===== src/rtl/dma_pkt_pkg.sv =====
// Shared definitions for the DMA TX packet reader: header field positions,
// FSM state encoding and the last-word byte-enable helper.
package dma_pkt_pkg;

  localparam int unsigned BYTES_PER_WORD = 8;
  localparam int unsigned LEN_LSB        = 0;
  localparam int unsigned LEN_MSB        = 15;

  typedef enum logic [2:0] {
    IDLE,
    WAIT_SF,
    XFER,
    DRAIN,
    DROP
  } state_t;

  // Enable for the final word; a length that is a multiple of 8 fills it completely.
  function automatic logic [7:0] last_be(input logic [2:0] len);
    logic [7:0] be;
    be = 8'hFF;
    if (len != 3'd0) be = (8'h01 << len) - 8'h01;
    return be;
  endfunction

endpackage


===== src/rtl/AXI_clks.sv =====
// Clock/reset bundle shared by the TX datapath blocks; rst is active-low.
interface AXI_clks;
  logic clk;
  logic rst;
  modport to_rtl (input clk, input rst);
endinterface


===== src/rtl/dma_tx_out_stage.sv =====
// Output holding register for the TX stream: loads a word when told to and
// holds it stable until the MAC accepts it.
module dma_tx_out_stage #(
  parameter int unsigned DWIDTH = 64
) (
  input  logic              clk,
  input  logic              rst_n,
  input  logic              load,
  input  logic [DWIDTH-1:0] din,
  input  logic              sop_in,
  input  logic              eop_in,
  input  logic [7:0]        be_in,
  input  logic              tx_ready,
  output logic [DWIDTH-1:0] tx_data,
  output logic              tx_valid,
  output logic              tx_sop,
  output logic              tx_eop,
  output logic [7:0]        tx_be
);

  always_ff @(posedge clk or negedge rst_n) begin
    if (!rst_n) begin
      tx_data  <= '0;
      tx_valid <= 1'b0;
      tx_sop   <= 1'b0;
      tx_eop   <= 1'b0;
      tx_be    <= '0;
    end else if (load) begin
      tx_data  <= din;
      tx_valid <= 1'b1;
      tx_sop   <= sop_in;
      tx_eop   <= eop_in;
      tx_be    <= be_in;
    end else if (tx_ready) begin
      tx_valid <= 1'b0;
    end
  end

endmodule


===== src/rtl/dma_tx_pkt_reader.sv =====
// Ethernet MAC TX packet reader: parses a one-word length header from the packet DMA FIFO,
// streams the payload with SOP/EOP/byte enables, drops illegal lengths. DMA_TX_STORE_FWD_EN selects store-and-forward.
module dma_tx_pkt_reader
  import dma_pkt_pkg::*;
#(
  parameter int unsigned DWIDTH     = 64,
  parameter int unsigned AWIDTH     = 8,
  parameter int unsigned FIFO_DEPTH = 1 << AWIDTH,
  parameter int unsigned MAX_LEN    = 1518
) (
  AXI_clks.to_rtl           clks,
  input  logic [DWIDTH-1:0] fifo_data,
  input  logic              fifo_empty,
  input  logic [AWIDTH:0]   fifo_depth_left,
  output logic              fifo_pull,
  output logic [DWIDTH-1:0] tx_data,
  output logic              tx_valid,
  input  logic              tx_ready,
  output logic              tx_sop,
  output logic              tx_eop,
  output logic [7:0]        tx_be,
  output logic              pkt_done,
  output logic              len_err,
  output logic [31:0]       pkt_cnt,
  output logic [15:0]       err_cnt
);

  if (DWIDTH != 8 * BYTES_PER_WORD) begin : g_bad_width
    $error("dma_tx_pkt_reader: only DWIDTH=64 is supported");
  end
  if ((MAX_LEN + BYTES_PER_WORD - 1) / BYTES_PER_WORD + 1 > FIFO_DEPTH) begin : g_bad_depth
    $error("dma_tx_pkt_reader: FIFO_DEPTH cannot hold a maximum-length packet plus header");
  end

  logic        clk;
  logic        rst_n;
  state_t      state, state_nx;
  logic [13:0] rem_q, rem_nx;
  logic        first_q, first_nx;
  logic [7:0]  be_q, be_nx;
  logic        pull, load, done_nx, err_nx, accept;
  logic [15:0] hdr_len;
  logic [16:0] len_rnd;
  logic [13:0] nwords;

  assign clk     = clks.clk;
  assign rst_n   = clks.rst;
  assign hdr_len = fifo_data[LEN_MSB:LEN_LSB];
  assign len_rnd = {1'b0, hdr_len} + 17'd7;
  assign nwords  = len_rnd[16:3];
  assign accept  = tx_valid & tx_ready;

`ifdef DMA_TX_STORE_FWD_EN
  logic [AWIDTH:0] fifo_used;
  assign fifo_used = (AWIDTH+1)'(FIFO_DEPTH) - fifo_depth_left;
`else
  logic unused_depth_left;
  assign unused_depth_left = ^fifo_depth_left;
`endif

  always_comb begin
    state_nx = state;
    rem_nx   = rem_q;
    first_nx = first_q;
    be_nx    = be_q;
    pull     = 1'b0;
    load     = 1'b0;
    done_nx  = 1'b0;
    err_nx   = 1'b0;
    case (state)
      IDLE: begin
        if (!fifo_empty) begin
          pull = 1'b1;
          if (hdr_len == 16'd0) begin
            err_nx = 1'b1;
          end else if ({16'd0, hdr_len} > MAX_LEN) begin
            err_nx   = 1'b1;
            rem_nx   = nwords;
            state_nx = DROP;
          end else begin
            rem_nx   = nwords;
            first_nx = 1'b1;
            be_nx    = last_be(hdr_len[2:0]);
`ifdef DMA_TX_STORE_FWD_EN
            state_nx = WAIT_SF;
`else
            state_nx = XFER;
`endif
          end
        end
      end
`ifdef DMA_TX_STORE_FWD_EN
      WAIT_SF: begin
        if (32'(fifo_used) >= 32'(rem_q)) state_nx = XFER;
      end
`endif
      XFER: begin
        load = !fifo_empty && (!tx_valid || tx_ready);
        pull = load;
        if (load) begin
          rem_nx   = rem_q - 14'd1;
          first_nx = 1'b0;
          if (rem_q == 14'd1) state_nx = DRAIN;
        end
      end
      // Returning to IDLE only after acceptance keeps the next header pull off the EOP handshake cycle.
      DRAIN: begin
        if (accept) begin
          done_nx  = 1'b1;
          state_nx = IDLE;
        end
      end
      DROP: begin
        if (!fifo_empty) begin
          pull   = 1'b1;
          rem_nx = rem_q - 14'd1;
          if (rem_q == 14'd1) state_nx = IDLE;
        end
      end
      default: state_nx = IDLE;
    endcase
  end

  // Gated by reset so the pop strobe drops at once, even before the FIFO's own reset empties it.
  assign fifo_pull = pull & rst_n;

  always_ff @(posedge clk or negedge rst_n) begin
    if (!rst_n) begin
      state    <= IDLE;
      rem_q    <= '0;
      first_q  <= 1'b0;
      be_q     <= '1;
      pkt_done <= 1'b0;
      len_err  <= 1'b0;
      pkt_cnt  <= '0;
      err_cnt  <= '0;
    end else begin
      state    <= state_nx;
      rem_q    <= rem_nx;
      first_q  <= first_nx;
      be_q     <= be_nx;
      pkt_done <= done_nx;
      len_err  <= err_nx;
      if (done_nx) pkt_cnt <= pkt_cnt + 32'd1;
      if (err_nx && err_cnt != '1) err_cnt <= err_cnt + 16'd1;
    end
  end

  dma_tx_out_stage #(.DWIDTH(DWIDTH)) u_out (
    .clk      (clk),
    .rst_n    (rst_n),
    .load     (load),
    .din      (fifo_data),
    .sop_in   (first_q),
    .eop_in   (rem_q == 14'd1),
    .be_in    ((rem_q == 14'd1) ? be_q : 8'hFF),
    .tx_ready (tx_ready),
    .tx_data  (tx_data),
    .tx_valid (tx_valid),
    .tx_sop   (tx_sop),
    .tx_eop   (tx_eop),
    .tx_be    (tx_be)
  );

endmodule


===== src/flat_wrapper.sv =====
// flat-port wrapper written by rule: the top's interface ports become plain ports
module dma_tx_pkt_reader_flat import dma_pkt_pkg::*;
#(
  parameter int unsigned DWIDTH     = 64,
  parameter int unsigned AWIDTH     = 8,
  parameter int unsigned FIFO_DEPTH = 1 << AWIDTH,
  parameter int unsigned MAX_LEN    = 1518
)
  (fifo_data, fifo_empty, fifo_depth_left, fifo_pull, tx_data, tx_valid, tx_ready, tx_sop, tx_eop, tx_be, pkt_done, len_err, pkt_cnt, err_cnt, clks_clk, clks_rst);
  AXI_clks clks_i ();
  input  logic [DWIDTH-1:0] fifo_data;
  input  logic fifo_empty;
  input  logic [AWIDTH:0] fifo_depth_left;
  output logic fifo_pull;
  output logic [DWIDTH-1:0] tx_data;
  output logic tx_valid;
  input  logic tx_ready;
  output logic tx_sop;
  output logic tx_eop;
  output logic [7:0] tx_be;
  output logic pkt_done;
  output logic len_err;
  output logic [31:0] pkt_cnt;
  output logic [15:0] err_cnt;
  input wire logic [$bits(clks_i.clk)-1:0] clks_clk;
  input wire logic [$bits(clks_i.rst)-1:0] clks_rst;
  assign clks_i.clk = clks_clk;
  assign clks_i.rst = clks_rst;
  dma_tx_pkt_reader #(.DWIDTH(DWIDTH), .AWIDTH(AWIDTH), .FIFO_DEPTH(FIFO_DEPTH), .MAX_LEN(MAX_LEN)) u_core (.clks(clks_i), .fifo_data(fifo_data), .fifo_empty(fifo_empty), .fifo_depth_left(fifo_depth_left), .fifo_pull(fifo_pull), .tx_data(tx_data), .tx_valid(tx_valid), .tx_ready(tx_ready), .tx_sop(tx_sop), .tx_eop(tx_eop), .tx_be(tx_be), .pkt_done(pkt_done), .len_err(len_err), .pkt_cnt(pkt_cnt), .err_cnt(err_cnt));
endmodule

===== config.mk =====
export PLATFORM = sky130hd
export DESIGN_NAME = dma_tx_pkt_reader_flat
export DESIGN_NICKNAME = d
export VERILOG_FILES = /design/src/rtl/dma_pkt_pkg.sv /design/src/rtl/AXI_clks.sv /design/src/rtl/dma_tx_out_stage.sv /design/src/rtl/dma_tx_pkt_reader.sv /design/src/flat_wrapper.sv
export SDC_FILE = /design/constraint.sdc
export NUM_CORES = 1
export LEC_CHECK = 0
export CAP_MARGIN = 20
export CORE_MARGIN = 2
export CORE_UTILIZATION = 31
export DETAILED_ROUTE_END_ITERATION = 10
export MAX_ROUTING_LAYER = met4
export SYNTH_ARGS = -nofsm -noshare
export SYNTH_HDL_FRONTEND = slang
export SYNTH_HIERARCHICAL = 1
export SYNTH_SLANG_ARGS = --single-unit

===== constraint.sdc =====
create_clock -name clks_clk -period 6.85 [get_ports clks_clk]
set_input_delay 1.37 -clock clks_clk [delete_from_list [all_inputs] [get_ports clks_clk]]
set_output_delay 1.37 -clock clks_clk [all_outputs]
set_load 0.02 [all_outputs]

==> impl_metrics.prom <==
# TYPE chip_impl_metric gauge
chip_impl_info{name="run_status",value="finished, final reports clean"} 1
chip_impl_info{name="hold_class",value="flip-flop to flip-flop"} 1
chip_impl_metric{name="post_placement_cell_area",unit="um^2"} 9390
chip_impl_metric{name="worst-endpoint-required",unit="ps"} 5480
chip_impl_metric{name="timing.max_cap.violations",unit=""} 0
chip_impl_info{name="layout_commonest_cell",value="clkdlybuf4s50_1"} 1
chip_impl_metric{name="routabilityCongestion",unit=""} 0.770
chip_impl_metric{name="postCtsSetupBuffers",unit=""} 0
chip_impl_metric{name="largest_net_degree_at_the_start_of_global_routing",unit=""} 79
chip_impl_metric{name="global_route.usage.met2",unit="%"} 22.8
chip_impl_metric{name="floorplan.io_pins",unit=""} 203
chip_impl_metric{name="num_vias",unit=""} 5219
chip_impl_metric{name="first_global_vias",unit=""} 5269
chip_impl_metric{name="die_width",unit="um"} 156
chip_impl_metric{name="critPathMaxStageDelay",unit="ps"} 630
chip_impl_metric{name="sw_frac_of_total",unit="%"} 32.4
chip_impl_info{name="netlist_top_cells_area",value="dfrtp_1, mux2_4, mux2_2"} 1
chip_impl_info{name="grt_setup_unrepaired",value="no"} 1
chip_impl_info{name="synth_top_family_by_area",value="multiplexers"} 1
chip_impl_metric{name="die-area",unit="um^2"} 24400
chip_impl_metric{name="ir_worst_vdd",unit="uV"} 140
chip_impl_metric{name="power.internal",unit="W"} 0.00217
chip_impl_metric{name="timing.max_slew.rel_slack",unit="%"} 39.2
chip_impl_metric{name="drt_drc_violations_left",unit=""} 0
chip_impl_metric{name="io_buffers",unit=""} 193
chip_impl_metric{name="synth_enable_flop_cells",unit=""} 0
chip_impl_metric{name="areaGrowthSynthToFinish",unit="%"} 38.8
chip_impl_metric{name="syn-instance-count",unit=""} 601
chip_impl_metric{name="detailedRoute.firstPassIterationCount",unit=""} 4
chip_impl_metric{name="globalRouteOverflowTotal",unit=""} 0
chip_impl_metric{name="setup-violations-final",unit=""} 0
chip_impl_metric{name="final_net_count",unit=""} 873
chip_impl_metric{name="proportion_of_synthesized_area_in_mux_cells",unit="%"} 15.1
chip_impl_metric{name="number_of_clock_sinks",unit=""} 150
chip_impl_metric{name="clock_buffers_created_by_tritoncts",unit=""} 17
chip_impl_metric{name="fin_worst_skew",unit="ps"} 12.0
chip_impl_metric{name="synth_simple_gate_area_share",unit="%"} 14.9
chip_impl_info{name="critical-path-slowest-cell",value="clkdlybuf4s50_1"} 1
chip_impl_info{name="cts-root-buf",value="clkbuf_16"} 1
chip_impl_metric{name="postSynthAreaPerCell",unit="um^2"} 12.0
chip_impl_metric{name="gr-usage-met1",unit="%"} 20.4
chip_impl_metric{name="syn-cell-area",unit="um^2"} 7190
chip_impl_metric{name="grt_util_met3",unit="%"} 3.24
chip_impl_metric{name="tightest_slew",unit="ps"} 909
chip_impl_info{name="tritoncts",value="done"} 1
chip_impl_metric{name="yosysWarningCount",unit=""} 6
chip_impl_info{name="synth.largest_area_cell",value="dfrtp_1"} 1
chip_impl_metric{name="postLayoutCoreUtil",unit="%"} 44.0
chip_impl_metric{name="cts_resized",unit=""} 0
chip_impl_metric{name="num_rows",unit=""} 55
chip_impl_metric{name="synth_seq_area_share",unit="%"} 52.3
chip_impl_metric{name="layout_setup_ws",unit="ps"} 2400
chip_impl_metric{name="clk_pin_slew_worst_paths",unit="ps"} 60
chip_impl_metric{name="n_antenna_cell",unit=""} 0
chip_impl_metric{name="pre_cts_slack",unit="ps"} 2410
chip_impl_metric{name="synth_cell_type_count",unit=""} 62
chip_impl_metric{name="cts.hold.buffers_added",unit=""} 0
chip_impl_metric{name="minimum_clock_period",unit="ps"} 4450
chip_impl_metric{name="initial_core_utilization",unit="%"} 31.7
chip_impl_metric{name="cts_buffer_depth",unit=""} 2
chip_impl_metric{name="drv_slew",unit=""} 0
chip_impl_info{name="synth_ff_type",value="dfrtp_1"} 1
chip_impl_metric{name="finalInstanceArea",unit="um^2"} 9990
chip_impl_metric{name="seqPwrFrac",unit="%"} 39.4
chip_impl_metric{name="route.detailed.vias_per_inst",unit=""} 4.79
chip_impl_metric{name="routed_wl",unit="um"} 17400
chip_impl_info{name="timing.critical_path.from_type",value="primary input"} 1
chip_impl_metric{name="drt-wirelength-per-cell",unit="um"} 16.0
chip_impl_metric{name="cts.htree.levels",unit=""} 4
chip_impl_info{name="timing.critical_path.to_type",value="output pin"} 1
chip_impl_metric{name="report.final.hold_viol_count",unit=""} 0
chip_impl_metric{name="asyncSetResetFlopFracSynth",unit="%"} 100
chip_impl_metric{name="filler_cell_count",unit=""} 2158
chip_impl_metric{name="synth-seq-cells",unit=""} 150
chip_impl_info{name="crit_type",value="primary input to output pin"} 1
chip_impl_info{name="top_usage_layer",value="met2"} 1
chip_impl_metric{name="grt_pass1_wl",unit="um"} 28200
chip_impl_metric{name="synth_compound_gate_area_share",unit="%"} 7.17
chip_impl_metric{name="p_clk_share",unit="%"} 28.5
chip_impl_metric{name="insertion_delay",unit="ps"} 420
chip_impl_metric{name="total_switching_power",unit="W"} 0.00104
chip_impl_metric{name="worst_ep_arrival_time",unit="ps"} 3080
chip_impl_metric{name="floorplan.die.height",unit="um"} 156
chip_impl_metric{name="totalPowerFinal",unit="W"} 0.00320
chip_impl_metric{name="core_area",unit="um^2"} 22700
chip_impl_metric{name="first_drt_iteration_drcs",unit=""} 196
chip_impl_metric{name="grt_antenna_before_repair",unit=""} 0
chip_impl_metric{name="comb_power_share",unit="%"} 32.1
chip_impl_info{name="layout.cells.most_common_list",value="clkdlybuf4s50_1, dfrtp_1, mux2_4, nand2_1, xnor2_1"} 1
chip_impl_metric{name="grt_usage",unit="%"} 15.0
chip_impl_metric{name="crit_fanout",unit=""} 5
chip_impl_info{name="critical_path.cell_chain",value="clkdlybuf4s50_1 > a211oi_1 > and3_1 > clkdlybuf4s50_1"} 1
chip_impl_metric{name="post-dp-hpwl",unit="um"} 12200
chip_impl_metric{name="drive_gt1_share",unit="%"} 18.9
chip_impl_metric{name="setup-tns-final",unit="ps"} 0
chip_impl_metric{name="netlist.area_leader.share",unit="%"} 49.7
chip_impl_metric{name="power_density",unit="nW/um^2"} 321
chip_impl_metric{name="synth_nets",unit=""} 682
chip_impl_metric{name="post_synth_fa_ha_maj_area_fraction",unit="%"} 0.696
chip_impl_info{name="worst_path_most_repeated_cell",value="clkdlybuf4s50_1"} 1
chip_impl_metric{name="power.static_leakage",unit="nW"} 4.30
chip_impl_metric{name="antenna_nets_post_route",unit=""} 0
chip_impl_metric{name="fmaxAchievable",unit="MHz"} 225
chip_impl_metric{name="timing.final.crit_share",unit="%"} 65.0
chip_impl_metric{name="synthXorXnorAreaFrac",unit="%"} 6.58
[worst max-delay path: cells and delay by family]
family          cells  cell delay (ps)
simple gates        1              260
compound gates      1              300
buf+inv             2             1150
[final cells by class]
class | count | area [um^2] | area share [%]
flip-flops and latches | 150 | 3760 | 37.7
multi-input cells | 405 | 3220 | 32.2
repair buffers | 201 | 2010 | 20.2
clock buffers | 20 | 457 | 4.57
well taps | 285 | 357 | 3.57
clock inverters | 12 | 118 | 1.18
inverters | 17 | 63.8 | 0.639
[cell usage after synthesis, types with 15 or more instances]
cell type	n
dfrtp_1	143
mux2_4	49
nand2_1	40
xnor2_1	31
nor2_1	29
mux2_2	27
xor2_1	23
a21oi_1	19
nand4_1	19
o21ai_0	19
inv_1	17
clkbuf_1	15
[logic make-up after synthesis]
kind of cell | count (synthesis)
other | 1
muxes | 80
AOI/OAI and AO/OA | 78
and+or+nand+nor | 188
xor gates and xnor gates | 54
DFF | 150
adders and majority gates | 4
buffers and inverters | 46
[power by group through the flow]
| stage | clock (W) | sequential [W] | combinational [W] |
|---|---|---|---|
| final | 0.000912 | 0.00126 | 0.00103 |
| after global routing | 0.000985 | 0.00130 | 0.00111 |
| after CTS | 0.000942 | 0.00126 | 0.00104 |
| after global placement | 0 | 0.00127 | 0.00103 |
| after floorplan | 0 | 0.00142 | 0.000404 |
| after detailed placement | 0 | 0.00127 | 0.00103 |
[flip-flops by register name, indices dropped and copies added (netlist names)]
register               cells
u_core/be_q                7
u_core/pkt_done            1
u_core/state               3
u_core/err_cnt            16
u_core/u_out/tx_be         8
u_core/u_out/tx_data      64
u_core/rem_q              14
u_core/pkt_cnt            32
u_core/len_err             1
u_core/first_q             1
u_core/u_out/tx_eop        1
u_core/u_out/tx_sop        1
u_core/u_out/tx_valid      1
[routing by layer]
layer,wire [um],share of wire (%),vias to the layer above
li1,-,-,2534
met1,8520,49,2553
met2,8100,46,118
met3,634,3.6,14
met4,180,1.0,0
met5,0,0,-
[worst paths after layout]
check | startpoint | end | slack [ps] | cells after the start
setup / recovery | fifo_empty | fifo_pull | 2400 | 4
setup reg to reg | u_core/state[2]$_DFFE_PN0P_ | u_core/u_out/tx_be[2]$_DFFE_PN0P_ | 4020 | 5
hold / removal | u_core/pkt_cnt[31]$_DFFE_PN0P_ | u_core/pkt_cnt[31]$_DFFE_PN0P_ | 470 | 1
min in group asynchronous | clks_rst | u_core/pkt_cnt[9]$_DFFE_PN0P_ | 980 | 1
max in group asynchronous | clks_rst | u_core/be_q[3]$_DFFE_PN1P_ | 4690 | 3
hold reg to reg | u_core/pkt_cnt[31]$_DFFE_PN0P_ | u_core/pkt_cnt[31]$_DFFE_PN0P_ | 470 | 1
[stage by stage]
step           hold WS, ps  std cells
4_1_cts                474       1089
5_1_grt                517       1090
2_1_floorplan          457        601
3_3_place_gp           461       1057
6_report               475       1090
3_5_place_dp           466       1057
No activity file was read; power rests on OpenSTA's default activity.
